**config.mk**
```make
export PLATFORM = sky130hd
export DESIGN_NAME = key_entry_buffer
export DESIGN_NICKNAME = d
export VERILOG_FILES = /design/src/rtl/key_entry_buffer.sv
export SDC_FILE = /design/constraint.sdc
export NUM_CORES = 1
export LEC_CHECK = 0
export CAP_MARGIN = 10
export CELL_PAD_IN_SITES_DETAIL_PLACEMENT = 0
export CELL_PAD_IN_SITES_GLOBAL_PLACEMENT = 1
export CORE_MARGIN = 2
export CORE_UTILIZATION = 40
export CTS_BUF_LIST = sky130_fd_sc_hd__clkbuf_4
export DETAILED_ROUTE_END_ITERATION = 10
export PLACE_DENSITY = 0.92
export SYNTH_ARGS = -nofsm -noshare
export SYNTH_HDL_FRONTEND = slang
export SYNTH_SLANG_ARGS = --single-unit
```
**constraint.sdc**
```tcl
create_clock -name clk -period 3.6 [get_ports clk]
set_input_delay 0.72 -clock clk [delete_from_list [all_inputs] [get_ports clk]]
set_output_delay 0.72 -clock clk [all_outputs]
set_load 0.005 [all_outputs]
```
**src/rtl/key_entry_buffer.sv**
```systemverilog
// Keypad digit entry buffer: edge-detects key presses and the submit button,
// stores up to MAX_DIGITS codes and freezes them for the controller after submit.
// Optional feature: define KEY_BACKSPACE_EN to make code 4'hB delete the last digit.
module key_entry_buffer #(
  parameter int MAX_DIGITS = 10,
  parameter int DIGIT_W    = 4
) (
  input  logic                          clk,
  input  logic                          system_reset,
  input  logic                          key_valid,
  input  logic [DIGIT_W-1:0]            key_code,
  input  logic                          submit_btn,
  input  logic                          clear,
  output logic [MAX_DIGITS*DIGIT_W-1:0] digits,
  output logic [3:0]                    num_inputs,
  output logic                          submit,
  output logic                          key_accept,
  output logic                          full,
  output logic                          overflow
);

  typedef enum logic [1:0] {
    S_EMPTY = 2'd0,
    S_ENTRY = 2'd1,
    S_FULL  = 2'd2,
    S_HELD  = 2'd3
  } state_t;

  localparam logic [3:0]         MAX_CNT        = 4'(MAX_DIGITS);
  localparam logic [DIGIT_W-1:0] CODE_MAX_DIGIT = DIGIT_W'(9);
`ifdef KEY_BACKSPACE_EN
  localparam logic [DIGIT_W-1:0] CODE_BACKSPACE = DIGIT_W'(11);
`endif

  state_t                          state_q, state_d;
  logic [MAX_DIGITS*DIGIT_W-1:0]   digits_q, digits_d;
  logic [3:0]                      count_q, count_d;
  logic                            overflow_q, overflow_d;
  logic                            submit_q, submit_d;
  logic                            accept_q, accept_d;
  logic                            key_valid_q, submit_btn_q;
  logic                            press;
  logic                            submit_edge;

  assign press       = key_valid & ~key_valid_q;
  assign submit_edge = submit_btn & ~submit_btn_q;

  // State and datapath registers; edge-detect flops reset high so held inputs make no event.
  always_ff @(posedge clk) begin
    if (system_reset) begin
      state_q      <= S_EMPTY;
      digits_q     <= '0;
      count_q      <= 4'd0;
      overflow_q   <= 1'b0;
      submit_q     <= 1'b0;
      accept_q     <= 1'b0;
      key_valid_q  <= 1'b1;
      submit_btn_q <= 1'b1;
    end else begin
      state_q      <= state_d;
      digits_q     <= digits_d;
      count_q      <= count_d;
      overflow_q   <= overflow_d;
      submit_q     <= submit_d;
      accept_q     <= accept_d;
      key_valid_q  <= key_valid;
      submit_btn_q <= submit_btn;
    end
  end

  // Next-state: a submit edge wins over the count-derived state once the digit is stored.
  always_comb begin
    state_d = state_q;
    if (clear) begin
      state_d = S_EMPTY;
    end else begin
      case (state_q)
        S_EMPTY, S_ENTRY, S_FULL: begin
          if (submit_edge) begin
            state_d = S_HELD;
          end else if (count_d == 4'd0) begin
            state_d = S_EMPTY;
          end else if (count_d == MAX_CNT) begin
            state_d = S_FULL;
          end else begin
            state_d = S_ENTRY;
          end
        end
        S_HELD:  state_d = S_HELD;
        default: state_d = S_EMPTY;
      endcase
    end
  end

  // Buffer update: clear dominates, HELD freezes everything for the comparison.
  always_comb begin
    digits_d   = digits_q;
    count_d    = count_q;
    overflow_d = overflow_q;
    submit_d   = 1'b0;
    accept_d   = 1'b0;
    if (clear) begin
      digits_d   = '0;
      count_d    = 4'd0;
      overflow_d = 1'b0;
    end else if (state_q != S_HELD) begin
      if (press && (key_code <= CODE_MAX_DIGIT)) begin
        if (count_q < MAX_CNT) begin
          for (int i = 0; i < MAX_DIGITS; i++) begin
            digits_d[i*DIGIT_W +: DIGIT_W] = (count_q == 4'(i)) ? key_code
                                                                : digits_q[i*DIGIT_W +: DIGIT_W];
          end
          count_d  = count_q + 4'd1;
          accept_d = 1'b1;
        end else begin
          overflow_d = 1'b1;
        end
      end
`ifdef KEY_BACKSPACE_EN
      else if (press && (key_code == CODE_BACKSPACE) && (count_q != 4'd0)) begin
        for (int i = 0; i < MAX_DIGITS; i++) begin
          digits_d[i*DIGIT_W +: DIGIT_W] = (count_q == 4'(i + 1)) ? {DIGIT_W{1'b0}}
                                                                  : digits_q[i*DIGIT_W +: DIGIT_W];
        end
        count_d  = count_q - 4'd1;
        accept_d = 1'b1;
      end
`endif
      else begin
        count_d = count_q;
      end
      submit_d = submit_edge;
    end else begin
      count_d = count_q;
    end
  end

  // Outputs; full is decoded straight from the stored count.
  always_comb begin
    digits     = digits_q;
    num_inputs = count_q;
    submit     = submit_q;
    key_accept = accept_q;
    overflow   = overflow_q;
    full       = (count_q == MAX_CNT);
  end

endmodule

```
## Word-level counts from Yosys, hierarchy flattened

Cells that the tools add are included.

- Output and inout bits: 48
- ROM bits: 0
- Latch bits: 0
- Logic and storage cells: 70
- Input port bits: 9
- Memories kept: 0
- Bits in writable memories: 0
- Register bits after elaboration: 51

- Bitwise operators: 7
- Eq/ne operators: 15
- Multiply operators: 0
- Divide/modulo/power cells: 0
- Shift operators: 0
- Add/subtract/negate cells: 1
- Order comparisons: 2
- Mux-type cells: 9
- Reduce and logical (&&, ||, !) cells: 19

Operators with widths:

| kind | number |
|---|---|
| $reduce_and A4 Y1 | 10 |
| $eq A4 B3 Y1 const B | 4 |
| $eq A4 B4 Y1 const B | 4 |
| $mux W4 | 4 |
| $eq A4 B2 Y1 const B | 2 |
| $logic_not A4 Y1 | 2 |
| $mux W2 | 3 |
| $reduce_or A3 Y1 | 2 |
| $not A1 Y1 | 5 |
| $add A4 B1 Y4 const B | 1 |
| $eq A2 B2 Y1 const B | 2 |
| $eq A4 B1 Y1 const B | 1 |
| $le A4 B4 Y1 const B | 1 |
| $lt A4 B4 Y1 const B | 1 |
| $pmux W2 S2 | 1 |
| $reduce_or A4 Y1 | 1 |
| $reduce_and A3 Y1 | 1 |
| $and A1 B1 Y1 | 2 |
| $eq A2 B1 Y1 const B | 1 |
| $logic_not A2 Y1 | 1 |
| $ne A2 B2 Y1 const B | 1 |
| $reduce_or A2 Y1 | 1 |
| $logic_and A1 B1 Y1 | 1 |
| $mux W1 | 1 |

## Depth between registers and ports, before layout

- Depth in word-level cells: 11
- Gate-level depth with buffers: 6

## Least setup slack after synthesis

No wires, ideal clock.

- Path kind: input to register
- Start point: input port key_valid
- End point: register state_q[0]
- Setup slack: 1.764 ns
- Stages: 6
- Arrival time: 1.704 ns
- Required time: 3.468 ns
- Path through: and2b_1 and3_1 buf_6 a41o_2 xnor2_1 a31oi_1

- Cells in the longest elaborated chain, start to end: 10

Ends and longest elaborated chain:

| what | line | source |
|---|---|---|
| from (decl) | 10 | `input logic key_valid,` |
| $and A1 B1 Y1 (*) | 45 | `assign press = key_valid & ~key_valid_q;` |
| $logic_and A1 B1 Y1 (*) | 107 | `if (press && (key_code <= CODE_MAX_DIGIT)) begin` |
| $mux W4 (*) | 107 |  |
| $mux W4 (*) | 106 | `end else if (state_q != S_HELD) begin` |
| $mux W4 (*) | 102 | `if (clear) begin` |
| $eq A4 B4 Y1 | 83 | `end else if (count_d == MAX_CNT) begin` |
| $mux W2 | 83 |  |
| $mux W2 (*) | 81 | `end else if (count_d == 4'd0) begin` |
| $mux W2 (*) | 79 | `if (submit_edge) begin` |
| $pmux W2 S2 (*) | 77 | `case (state_q)` |
| to (signal assigned) | 60 | `state_q <= state_d;` |
| to (decl) | 35 | `state_t state_q, state_d;` |

Mark *: on every way between the ends. The rest lies on a longest branch, timed or not.
A chain may end at the register's enable or synchronous reset.

## Worst setup path in the final report

- Start point: register count_q[3], in the netlist num_inputs[3]
- End point: output port full

- Cells in the longest elaborated chain, start to end: 1

Ends and longest elaborated chain:

| what | line | source |
|---|---|---|
| from (decl) | 37 | `logic [3:0] count_q, count_d;` |
| from (signal assigned) | 62 | `count_q <= count_d;` |
| $eq A4 B4 Y1 | 145 | `full = (count_q == MAX_CNT);` |
| to (decl) | 18 | `output logic full,` |

Every way passes these cells.

==> out/qor.csv <==
metric;value;unit
syn_nets;210;
first-pass GRT wire length;6.734;mm
Final ANT Viol Nets;0;
I/O Buffers;56;
Post-CTS Setup Inserts;0;
Ports;57;
Worst Path Arrival;1.82;ns
routed vias/inst;4.741;
Static Leakage;1.178;nW
nets;262;
Final Hold Vio Count;0;
share of cells above drive strength 1;6.000;%
area post-placement;0.002585;mm²
unrepaired setup endpoints after global routing;no;
worst-margin pin slew;0.8518;ns
Area Growth Syn to Fin;32.75;%
worst setup path startpoint;num_inputs[3];
Crit Path Category;reg2out;
FILL cells;444;
# H-tree levels;2;
DR WL/cell;13.74;µm
CP endpoint kind;output port;
GRT Overall Usage;16.15;%
root buf cell;clkbuf_4;
TritonCTS clock tree;done;
Max Clock Skew;0.009149;ns
Max transition margin;43.21;%
clock net sink count;51;
post-synth cell types;31;
design area;0.002643;mm²
end of the worst register-to-register path;digits[39];
Worst Reg-to-Reg Cells;5;
worst hold margin;0.4517;ns
Core Rows;25;
post-cts sizing count;0;
CP required;2.88;ns
most frequent cells in the layout;clkdlybuf4s50_1, dfxtp_1, nor2_1;
Post-Syn Area per Cell;10.10;µm²
Post-route DRC;0;
largest net degree at the start of global routing;48;
fmax;393.7;MHz
RD Place Congestion;0.8111;
CTS Hold Buffers Added;0;
min Tclk post-route;2.540;ns
register bit total from synthesis;51;
Die Area;0.005557;mm²
Critical Path End;full;
vias in the first global route;1303;
initial core utilization;41.87;%
# Max-Cap Violations;0;
cts bufs inserted;5;
peak supply drop;0.0001441;V
Most used DFF post-synth;dfxtp_1;
DRT iter0 DRCs;69;
initial antenna violation count;0;
DIE HEIGHT;74.55;µm
PD cells;329.9;mW/mm²
outcome;finished clean;
final period utilization;70.56;%
final setup fails;0;
R2R setup slack;1.81;ns
DIE WIDTH;74.55;µm
HPWL after DPL;3.024;mm
vias;1503;
Bufs on Longest Clock Path;2;
Critical R2R Launch;key_valid_q;
GRT overflow;0;
WL final;4.356;mm
Detailed Routing Iterations Pass 1;4;
core area;0.004755;mm²
Clk pin slew, worst setup/hold paths;0.14;ns
yosys warns;0;
EDFF count, synth;0;
post-route setup TNS;0;ns
pins over their slew limit;0;
Hold WC Path Type;reg2reg;
Mapped Cells;197;
area of the mapped netlist;0.001991;mm²
commonest non-fill, non-tap cell in the layout;clkdlybuf4s50_1;
Critical Path Source Type;flop;
Clock Latency Late Sink;0.37;ns
Async SR Flop Fraction;0;%
n_diodes;0;
Crit Path Max Fanout;8;
Seq/Total Area, Yosys;51.29;%
[critical path, cell delays in order (launching register included)]
cell and delay, ns:
dfxtp_1 0.50, nor2b_1 0.28, and2_1 0.17, clkdlybuf4s50_1 0.50
[how the worst min path moves through the flow]
stage | from | endpoint | cells past startpoint | slack [ns]
3_5_place_dp | submit_btn_q | submit | 1 | 0.41
4_1_cts | submit_btn_q | submit | 1 | 0.45
6_report | submit_btn_q | submit | 1 | 0.45
2_1_floorplan | submit_btn_q | submit | 1 | 0.40
3_3_place_gp | submit_btn_q | submit | 1 | 0.42
5_1_grt | submit_btn_q | submit | 1 | 0.48
[layout make-up]
| cell class | count | area, µm² | area share, % |
|---|---|---|---|
| flip-flops and latches | 51 | 1021 | 38.64 |
| well taps | 67 | 83.83 | 3.172 |
| inverters | 3 | 11.26 | 0.4261 |
| multi-input cells | 132 | 908.4 | 34.38 |
| clock inverters | 2 | 12.51 | 0.4735 |
| clock buffers | 6 | 45.04 | 1.705 |
| repair buffers | 56 | 560.5 | 21.21 |
[metal layers]
layer,share of wire (%),routed length (µm),vias to the layer above,GRT usage [%]
li1,-,-,770,-
met3,5.0,217,6,4.201
met5,0,0,-,0
met4,1.5,67,0,5.952
met1,50,2182,690,23.12
met2,43,1889,37,23.40
[synth_stat cells (all sizes together), types with 2 or more instances]
| cell | count | share of area (%) |
|---|---|---|
| o21ai | 2 | 0.69 |
| clkbuf | 8 | 1.6 |
| nor2b | 5 | 1.6 |
| and2 | 2 | 0.63 |
| xnor2 | 2 | 0.88 |
| buf | 3 | 0.94 |
| nand3 | 8 | 2.0 |
| nand4 | 3 | 1.3 |
| mux2i | 40 | 20 |
| inv | 3 | 0.57 |
| or2 | 3 | 0.94 |
| a21oi | 4 | 1.0 |
| dfxtp | 51 | 51 |
| nor2 | 46 | 8.7 |
| o21a | 2 | 0.75 |
| ha | 4 | 2.5 |
| a41o | 2 | 1.1 |
[stage by stage]
| step | std cells | util [%] | setup WS [ns] | total power, W |
|---|---|---|---|---|
| 2_1_floorplan | 197 | - | 1.764 | 0.0006045 |
| 3_3_place_gp | 309 | 54.37 | 0.7386 | 0.0006221 |
| 3_5_place_dp | 309 | 54.37 | 0.6758 | 0.0006222 |
| 4_1_cts | 317 | 55.58 | 1.061 | 0.0008793 |
| 5_1_grt | 317 | 55.58 | 0.9275 | 0.0009079 |
| 6_report | 317 | 55.58 | 1.060 | 0.0008718 |
[flip-flops by register name (all words and copies together) (netlist names)]
signal / cells
overflow: 1
num_inputs: 4
submit: 1
key_valid_q: 1
state_q: 2
key_accept: 1
submit_btn_q: 1
digits: 40
[where the power goes]
group	total, W	internal [W]	switching [W]
clock network	0.000262	0.0000832	0.000179
registers	0.000568	0.000567	0.00000127
logic	0.0000411	0.0000159	0.0000252
[logic make-up after synthesis]
kind of cell / after synthesis / share of synthesized area (%)
buffers and inverters: 14 / 3.080
adders and majority gates: 4 / 2.514
AOI/OAI and AO/OA: 12 / 4.274
muxes: 41 / 20.68
DFF: 51 / 51.29
xor gates and xnor gates: 2 / 0.8801
and+or+nand+nor: 73 / 17.29
No activity file was read; power rests on OpenSTA's default activity.
